**config.mk**
```make
export PLATFORM = sky130hd
export DESIGN_NAME = eclk_bus_sync
export DESIGN_NICKNAME = d
export VERILOG_FILES = /design/src/rtl/eclk_bus_sync.sv
export SDC_FILE = /design/constraint.sdc
export NUM_CORES = 1
export LEC_CHECK = 0
export ABC_CLOCK_PERIOD_IN_PS = 1670
export CORE_UTILIZATION = 46
export DETAILED_ROUTE_END_ITERATION = 16
export PLACE_DENSITY = 0.77
export REMOVE_ABC_BUFFERS = 1
export SYNTH_ARGS = -nofsm -noshare
export SYNTH_HDL_FRONTEND = slang
export SYNTH_SLANG_ARGS = --single-unit
```
**constraint.sdc**
```tcl
create_clock -name clk_28 -period 1.67 [get_ports clk_28]
set_input_delay 0.167 -clock clk_28 [delete_from_list [all_inputs] [get_ports clk_28]]
set_output_delay 0.167 -clock clk_28 [all_outputs]
set_load 0.03 [all_outputs]
```
**src/rtl/eclk_bus_sync.sv**
```systemverilog
// eclk_bus_sync: 6800-style synchronous peripheral cycle sequencer.
// The E-clock phase is supplied as a one-hot ten-slot vector that advances on
// every 7 MHz enable. A requested cycle waits for the VMA slot, runs through
// the E-high phase, strobes data at slot 9 and acknowledges at slot 0.
// A corrupted phase vector sets a sticky error flag. If the address is already
// valid, the cycle is wound up at the next clean slot 0.
module eclk_bus_sync #(
  parameter int VMA_SLOT    = 3,
  parameter int E_RISE_SLOT = 6
) (
  input  logic       clk_28,
  input  logic       reset_n,
  input  logic       clk7_en,
  input  logic [9:0] eclk,
  input  logic       req,
  input  logic       rw,
  output logic       e_out,
  output logic       vma,
  output logic       strb,
  output logic       rw_q,
  output logic       ack,
  output logic       busy,
  output logic       err
);

  typedef enum logic [2:0] {
    S_IDLE,
    S_SYNC,
    S_VMA,
    S_ACCESS,
    S_DONE
  } state_t;

  state_t state;
  state_t state_nx;

  // Phase qualification. An all-zero vector stalls the sequence. A multi-hot
  // vector is treated as a lost phase.
  logic phase_ok;
  logic phase_zero;
  logic phase_multi;
  logic e_nx;

  // One-cycle control events decoded from the state machine
  logic accept;
  logic abort;
  logic vma_set;
  logic strb_set;
  logic finish;

  assign phase_ok    = $onehot(eclk);
  assign phase_zero  = (eclk == 10'd0);
  assign phase_multi = !phase_ok && !phase_zero;
  assign e_nx        = |eclk[9:E_RISE_SLOT];

  // State register, asynchronously cleared to idle
  always_ff @(posedge clk_28 or negedge reset_n) begin
    if (!reset_n) begin
      state <= S_IDLE;
    end else begin
      state <= state_nx;
    end
  end

  // Next-state decode. Transitions are taken only on 7 MHz enable cycles.
  always_comb begin
    state_nx = state;
    accept   = 1'b0;
    abort    = 1'b0;
    vma_set  = 1'b0;
    strb_set = 1'b0;
    finish   = 1'b0;
    if (clk7_en) begin
      unique case (state)
        S_IDLE: begin
          if (req) begin
            state_nx = S_SYNC;
            accept   = 1'b1;
          end
        end
        S_SYNC: begin
          // Until the address is valid, a withdrawn request simply cancels.
          if (!req) begin
            state_nx = S_IDLE;
            abort    = 1'b1;
          end else if (phase_ok && eclk[VMA_SLOT]) begin
            state_nx = S_VMA;
            vma_set  = 1'b1;
          end
        end
        S_VMA: begin
          // Once VMA is out, the request level is no longer consulted.
          if (phase_multi) begin
            state_nx = S_DONE;
          end else if (phase_ok && eclk[E_RISE_SLOT]) begin
            state_nx = S_ACCESS;
          end
        end
        S_ACCESS: begin
          // A lost phase skips the strobe but still closes the cycle.
          if (phase_multi) begin
            state_nx = S_DONE;
          end else if (phase_ok && eclk[9]) begin
            state_nx = S_DONE;
            strb_set = 1'b1;
          end
        end
        S_DONE: begin
          if (phase_ok && eclk[0]) begin
            state_nx = S_IDLE;
            finish   = 1'b1;
          end
        end
        default: state_nx = S_IDLE;
      endcase
    end
  end

  // Output registers. strb and ack self-clear on the following clk_28 edge.
  always_ff @(posedge clk_28 or negedge reset_n) begin
    if (!reset_n) begin
      e_out <= 1'b0;
      vma   <= 1'b0;
      strb  <= 1'b0;
      rw_q  <= 1'b0;
      ack   <= 1'b0;
      busy  <= 1'b0;
      err   <= 1'b0;
    end else begin
      strb <= 1'b0;
      ack  <= 1'b0;
      if (clk7_en) begin
        e_out <= e_nx;
        if (!phase_ok) begin
          err <= 1'b1;
        end
        if (accept) begin
          rw_q <= rw;
          busy <= 1'b1;
        end
        if (abort) begin
          busy <= 1'b0;
        end
        if (vma_set) begin
          vma <= 1'b1;
        end
        if (strb_set) begin
          strb <= 1'b1;
        end
        if (finish) begin
          vma  <= 1'b0;
          ack  <= 1'b1;
          busy <= 1'b0;
        end
      end
    end
  end

endmodule

```
Yosys cells after proc, flatten, opt, wreduce, memory -nomap -nowiden
Cells that the tools add are included.
{"block": "totals", "regBits": 10, "in_bits": 15, "out_inout_bits": 7, "wordCells": 80}
{"block": "classes", "n_bitwise": 1, "n_reduce_logical": 17, "n_eq_ne": 10, "mux": 35, "add_sub_neg": 9}
{"cell": "1-bit two-way mux", "count": 26}
{"cell": "3-bit two-way mux", "count": 8}
{"cell": "3-bit case mux with 5 select lines", "count": 1}
{"cell": "1-bit by 1-bit adder with 2-bit output", "count": 5}
{"cell": "10-bit zero test", "count": 1}
{"cell": "3-bit inequality test, second input constant", "count": 3}
{"cell": "2-bit AND reduction", "count": 4}
{"cell": "2-bit by 2-bit adder with 3-bit output", "count": 2}
{"cell": "3-bit by 2-bit equality test with 1-bit output, second input constant", "count": 2}
{"cell": "6-bit AND reduction", "count": 1}
{"cell": "1-bit logical AND", "count": 5}
{"cell": "3-bit by 3-bit adder with 4-bit output", "count": 1}
{"cell": "4-bit by 2-bit adder with 4-bit output", "count": 1}
{"cell": "4-bit by 1-bit equality test with 1-bit output, second input constant", "count": 1}
{"cell": "2-bit inequality test, second input constant", "count": 2}
{"cell": "4-bit OR reduction", "count": 1}
{"cell": "3-bit by 1-bit equality test with 1-bit output, second input constant", "count": 1}
{"cell": "3-bit equality test, second input constant", "count": 1}
{"cell": "3-bit zero test", "count": 1}
{"cell": "3-bit nonzero test", "count": 1}
{"cell": "1-bit zero test", "count": 2}
{"cell": "2-bit nonzero test", "count": 1}
{"cell": "1-bit NOT", "count": 1}

Logic depth before layout (Yosys ltp)
Gate-level depths: netlist of run 1.
{"block": "logic_depth", "word_depth": 12, "ltp_mapped": 13, "depth_no_buf": 13}

Worst setup path after synthesis of run 1
Ideal clock, no wire load.
{"block": "synth_timing", "path_type": "input-to-reg", "start": "input eclk[0]", "end": "register state[0]", "slack_ns": -1.703, "required_ns": 1.542, "setup_time_ns": 0.128, "cell_stages": 13, "arrival_time_ns": 3.246, "cell_sequence": "fa_1 > fa_1 > inv_1 > fa_1 > inv_1 > ha_1 > inv_1 > fa_1 > nand2b_1 > o2111a_1 > o2111ai_1 > nand4_2 > mux2_1"}
{"block": "synth_between", "elab_chain_len": 9, "word_cells_on_any_way": 21}
{"element": "from (decl)", "line": "14", "rtl": "input logic [9:0] eclk,"}
{"element": "1-bit by 1-bit adder with 2-bit output (not written as such)", "line": "51", "rtl": "assign phase_ok = $onehot(eclk);"}
{"element": "2-bit by 2-bit adder with 3-bit output (not written as such)", "line": "51"}
{"element": "3-bit by 3-bit adder with 4-bit output (not written as such)", "line": "51"}
{"element": "4-bit by 2-bit adder with 4-bit output (not written as such)", "line": "51"}
{"element": "4-bit by 1-bit equality test with 1-bit output", "line": "51"}
{"element": "1-bit zero test"}
{"element": "1-bit logical AND", "line": "53", "rtl": "assign phase_multi = !phase_ok && !phase_zero;"}
{"element": "3-bit inequality test (no line) (tied with other cells)"}
{"element": "6-bit AND reduction (no line) / 3-bit case mux with 5 select lines (equally long branches)"}
{"element": "to (signal assigned)", "line": "61", "rtl": "state <= state_nx;"}
{"element": "to (decl)", "line": "34", "rtl": "state_t state;"}
Several ways; a longest one is shown, not always the timed one.
A chain may end at the register's enable or synchronous reset.

Final worst setup path of run 1
{"block": "layout_timing", "start": "input eclk[3]", "end": "register state[0]"}
Same word-level chain as after synthesis.

==> results_dict.tcl, run 1 <==
set metrics [dict create \
    status "finished with violations" \
    violations "setup timing" \
    fin_area_um2 1279 \
    yosysMostFrequentCell "inv_1" \
    max_slew_margin_pct 69.07 \
    async_flop_share_pct 100.0 \
    maxCapViolCount 0 \
    period_minus_slack_ns 3.245 \
    port-buffer-count 21 \
    yosysWarnings 0 \
    start_util_pct 50.65 \
    grt_pass1_wl_um 3491 \
    synth_common_cells "13 x inv_1, 10 x dfrtp_1, 6 x fa_1, 6 x nor2_1" \
    stdcell_count 141 \
    fmax_mhz 308.1 \
    cts_made_buffers 3 \
    cts_max_path_buffers 2 \
    postSynthRegisterBits 10 \
    clkTransAtPathRegs_ns 0.06 \
    htree_num_levels 1 \
    synth_largest_area_cell "dfrtp_1" \
    synth_cell_types 31 \
    grt_max_degree 12 \
    worstPathRequired_ns 1.83 \
    start_kind "input pin" \
    r2r_cells 5 \
    antenna_found_initial 0 \
    setup_slack_ns -1.575 \
    area_growth_syn_to_layout_pct 63.78 \
    routed-via-count 777 \
    remaining_drc_errors 0 \
    dr.pass1.iters 4 \
    critPathSlowestCell "fa_2" \
    insertion_delay_ns 0.27 \
    placed_cell_area_um2 1149 \
    dp_cells 135 \
    startpoint "eclk[3]" \
    wire_per_inst_um 15.48 \
    crit_chain "buf_8 -> fa_1 -> fa_1 -> inv_2 -> fa_1 -> inv_2 -> ha_4 -> inv_2 -> fa_2 -> o2111a_1 -> o2111ai_2 -> nand4_4 -> mux2_4" \
    cts_tree "built" \
    routed_wl_um 2182 \
    netlist_area_um2 780.7 \
    viasPerCell 5.511 \
    die_w_um 43.20 \
    cp.arrival_ns 3.40 \
    grt_overflow_total 0 \
    yosys-top-cells-area "dfrtp_1 32%, fa_1 15%, inv_1 6.3%" \
    slew_violations 0 \
    path_max_fanout 3 \
    hpwl_um 1551 \
    antenna_left 0 \
    seq_area_frac_synth_pct 32.05 \
    hold_viol 0 \
    final-setup-viol-count 8 \
    rsz0062_at_grt "yes" \
    slowest_delay_ns 0.56 \
    power_density_nw_per_um2 1316 \
    synth_top_area_share_pct 32.05 \
    netlist_instances 80 \
    min_period_over_period_pct 194.3 \
    io_pins 22 \
    grt_pass1_vias 824 \
    diodes 0 \
    hold_class "input pin to asynchronous set/reset pin" \
    drive_above_1_share_pct 39.20 \
    root_buffer "clkbuf_4" \
    dieArea_um2 1866 \
    synth.avg_cell_area_um2 9.759 \
    vdd_ir_drop_max_mv 0.9633 \
    place_congestion 0.8253 \
    cp-endpoint "state[0]" \
    die_h_um 43.20 \
    fill_cells 88 \
    tightest_slew_ns 0.4624 \
    finClkSkew_ns 0.0002456 \
    synth_ff_type "dfrtp_1" \
    rows 14 \
    layout.nets 151 \
    end_kind "flip-flop" \
    reg2reg_to "state[0]" \
    initialDrtViolationCount 17 \
    ff2ff_setup_slack_ns 0.03 \
    core_um2 1541 \
    r2r_start "state[0]" \
    grt_usage_pct 26.21 \
    clock_sinks 10 \
    synth-edff-count 0 \
    p_leak_nw 0.5782 \
    path_class "input pin to flip-flop" \
]
registers in the layout (all words and copies together) (netlist names):
signal,flops
state,3
rw_q,1
e_out,1
strb,1
vma,1
busy,1
ack,1
err,1
repair_timing:
item / CTS / global route
hold buffers: 0 / 0
gates resized for setup: 38 / 12
pin swaps: 10 / 8
setup endpoints to repair: 8 / 9
buffers inserted: 3 / 0
hold endpoints to repair: 0 / 0
power breakdown:
part           switching (mW)  leakage, nW  total [mW]  internal [mW]
sequential              0.105        0.119       0.416          0.311
combinational           0.520        0.445        1.10          0.585
clock                  0.0790       0.0138       0.162         0.0831
total                   0.703        0.578        1.68          0.979
cells in the final DEF, fill, tap and decap left out, drive strengths merged:
cell	instances
a211oi	2
a21boi	1
a21o	1
a21oi	3
a41oi	1
and3	1
and4b	1
buf	28
clkbuf	3
clkdlybuf4s50	15
dfrtp	10
fa	6
ha	3
inv	13
mux2	3
mux2i	1
nand2	4
nand2b	3
nand3	3
nand3b	2
nand4	1
nor2	6
nor2b	2
nor3	1
nor4	2
o2111a	1
o2111ai	2
o21ai	5
o21bai	1
kinds of logic (layout without fill, tap and decap cells):
| kind of cell | Yosys count | count (layout) | synth area share, % |
|---|---|---|---|
| adder cells (fa/ha/maj) | 9 | 9 | 20.19 |
| multiplexers | 4 | 4 | 5.609 |
| AND/OR/NAND/NOR | 26 | 26 | 18.59 |
| flip-flops | 10 | 10 | 32.05 |
| AO/OA/AOI/OAI | 17 | 17 | 16.67 |
| buffers and inverters | 14 | 59 | 6.891 |
how the worst min path moves through the flow:
stage          slack, ns     from  endpoint  depth (start not counted)
2_1_floorplan      -0.13  reset_n       ack                          0
3_3_place_gp        0.45      err       err                          1
3_5_place_dp        0.46      err       err                          1
4_1_cts             0.23  reset_n       vma                          1
5_1_grt             0.25  reset_n      strb                          1
6_report            0.21  reset_n  state[1]                          1
layer usage:
metal	global-route usage, %	up-vias	share of wire (%)
met4	12.12	0	2.9
met2	43.88	26	51
met3	7.660	7	4.3
met5	0	-	0
met1	30.43	376	42
li1	-	368	-
critical path: cells and delay by family:
family / cells / cell delay [ns]
adder cells (fa/ha/maj): 5 / 2.15
multiplexers: 1 / 0.31
AO/OA/AOI/OAI: 2 / 0.39
AND/OR/NAND/NOR: 1 / 0.12
buffers and inverters: 4 / 0.26
metrics by stage:
stage / setup slack [ns] / util, % / power, mW / hold slack, ns / setup TNS, ns
after detailed placement: -2.291 / 74.51 / 1.271 / 0.4598 / -17.40
final: -1.575 / 82.95 / 1.683 / 0.2137 / -11.74
after global placement: -2.207 / 74.51 / 1.241 / 0.4486 / -16.84
after global routing: -1.638 / 82.95 / 1.795 / 0.2474 / -12.36
after floorplan: -1.703 / - / 0.8805 / -0.1286 / -11.80
after CTS: -1.637 / 79.79 / 1.586 / 0.2315 / -12.47
layout make-up:
| cell class | count | area, um2 | share of cell area [%] |
|---|---|---|---|
| Clock buffer | 3 | 22.52 | 1.761 |
| Inverter | 13 | 48.80 | 3.816 |
| Multi-Input combinational cell | 56 | 555.5 | 43.44 |
| Sequential cell | 10 | 250.2 | 19.57 |
| Tap cell | 16 | 20.02 | 1.566 |
| Timing Repair Buffer | 43 | 381.6 | 29.84 |
No activity file was read; power rests on OpenSTA's default activity.
==> run 2, diff against run 1 <==
--- a/config.mk
+++ b/config.mk
@@ -6,9 +6,9 @@
 export NUM_CORES = 1
 export LEC_CHECK = 0
 export ABC_CLOCK_PERIOD_IN_PS = 1670
-export CORE_UTILIZATION = 46
+export CORE_ASPECT_RATIO = 0.7
+export CORE_UTILIZATION = 25
 export DETAILED_ROUTE_END_ITERATION = 16
-export PLACE_DENSITY = 0.77
 export REMOVE_ABC_BUFFERS = 1
 export SYNTH_ARGS = -nofsm -noshare
 export SYNTH_HDL_FRONTEND = slang
==> results_dict.tcl, run 2 (same netlist as run 1, synthesis figures left out) <==
set metrics [dict create \
    diodes 0 \
    insertion_delay_ns 0.23 \
    period_minus_slack_ns 3.314 \
    layout.nets 150 \
    setup-tns-final_ns -12.32 \
    root_buffer "clkbuf_8" \
    min_period_over_period_pct 198.4 \
    die_w_um 68.80 \
    vdd_ir_drop_max_mv 0.6434 \
    final-seq-area_um2 250.2 \
    critPathSlowestCell "fa_2" \
    max_slew_margin_pct 70.58 \
    core_um2 2883 \
    port-buffer-count 21 \
    whs_ns 0.2445 \
    p_leak_nw 0.5738 \
    wire_per_inst_um 13.13 \
    tightest_slew_ns 0.4399 \
    worstPathRequired_ns 1.79 \
    cts_max_path_buffers 2 \
    slew_violations 0 \
    maxCapViolCount 0 \
    io_pins 22 \
    fmax_mhz 301.8 \
    initialDrtViolationCount 9 \
    dr.pass1.iters 4 \
    area_growth_syn_to_layout_pct 65.70 \
    fin_util_pct 44.88 \
    hpwl_um 1592 \
    final-setup-viol-count 8 \
    end_kind "flip-flop" \
    cts_made_buffers 3 \
    routed_wl_um 2114 \
    remaining_drc_errors 0 \
    htree_num_levels 1 \
    place_congestion 0.8357 \
    dp_worst_setup_slack_ns -2.255 \
    drive_above_1_share_pct 37.60 \
    grt_pass1_vias 748 \
    status "finished with violations" \
    routed-via-count 745 \
    largest_reg_flops 3 \
    slowest_delay_ns 0.56 \
    crit_chain "buf_6 -> fa_1 -> fa_1 -> inv_2 -> fa_1 -> inv_1 -> ha_2 -> inv_2 -> fa_2 -> o2111ai_4 -> o21ai_2 -> nand4_2 -> mux2_4" \
    die_h_um 48.76 \
    finClkSkew_ns 0.003425 \
    start_util_pct 27.08 \
    rows 16 \
    hold_class "input pin to asynchronous set/reset pin" \
    power_density_nw_per_um2 1359 \
    rsz0062_at_grt "yes" \
    start_kind "input pin" \
    stdcell_count 161 \
    largest_register "state" \
    clock_sinks 10 \
    clkTransAtPathRegs_ns 0.05 \
    most-common-layout-cells "19 x buf_4, 15 x clkdlybuf4s50_1, 11 x inv_1, 10 x dfrtp_1" \
    multi_input_area_um2 530.5 \
    path_max_fanout 3 \
    grt_pass1_wl_um 3436 \
    antenna_found_initial 0 \
    grt_usage_pct 13.86 \
    hold_viol 0 \
    dp_cells 155 \
    dieArea_um2 3354 \
    setup_slack_ns -1.644 \
    cp_common_cell "fa_1" \
    antenna_left 0 \
    grt_overflow_total 0 \
    violations "setup timing" \
    cp.arrival_ns 3.43 \
    fill_cells 286 \
    path_class "input pin to flip-flop" \
    final_common_cell "buf_4" \
    cts_tree "built" \
    grt_max_degree 11 \
    viasPerCell 4.627 \
]
-- run 2: cell types whose count changed in the layout (fill, tap and decap cells not counted), sizes merged --
| cell | previous run | this run |
|---|---|---|
| buf | 28 | 27 |
| clkbuf | 3 | 4 |
-- run 2: cell type report --
cell class | count | area share (%)
timing repair buffer | 42 | 28.14
clock buffer | 4 | 4.255
tap | 36 | 3.482
inverter | 13 | 3.772
sequential | 10 | 19.34
multi-input combinational | 56 | 41.01
-- run 2: report_power, final --
group          total, mW  leakage, nW  switching [mW]  internal (mW)
Combinational       1.05        0.426           0.503          0.548
Sequential         0.407        0.119          0.0945          0.312
Clock              0.300       0.0288          0.0927          0.207
Total               1.76        0.574           0.690           1.07
-- run 2: what timing repair did --
action	in CTS	in global routing
pin swaps	11	7
buffers inserted	3	0
hold buffers	0	0
setup endpoints to repair	8	8
resized for setup	39	5
-- run 2: layer usage --
metal,GRT usage [%],vias to the layer above,part of all wire (%)
met2,20.92,14,47
met5,0,-,0
met3,2.830,0,2.9
met1,20.61,362,50
met4,2.041,0,0
li1,-,369,-
-- run 2: worst max-delay path, delay by kind of cell --
kind | cells | cell delay, ns
mux | 1 | 0.34
compound gates | 2 | 0.35
fa+ha+maj | 5 | 2.17
simple gates | 1 | 0.17
buf+inv | 4 | 0.24
-- run 2: per-stage QoR --
stage	total power [mW]	area, um2
after floorplan	0.8805	775.7
after global placement	1.242	1174
after detailed placement	1.262	1174
after CTS	1.741	1272
after global routing	1.888	1294
final	1.758	1294
-- run 2: path summary, 6_finish.rpt --
check	start	endpoint	slack, ns	cells past startpoint
setup / recovery	eclk[0]	state[0]	-1.64	13
hold / removal	reset_n	rw_q	0.24	1
setup reg to reg	state[0]	state[0]	0.02	5
hold reg to reg	err	err	0.47	1
max in group asynchronous	reset_n	e_out	1.12	1
min in group clk_28	eclk[9]	strb	0.32	4
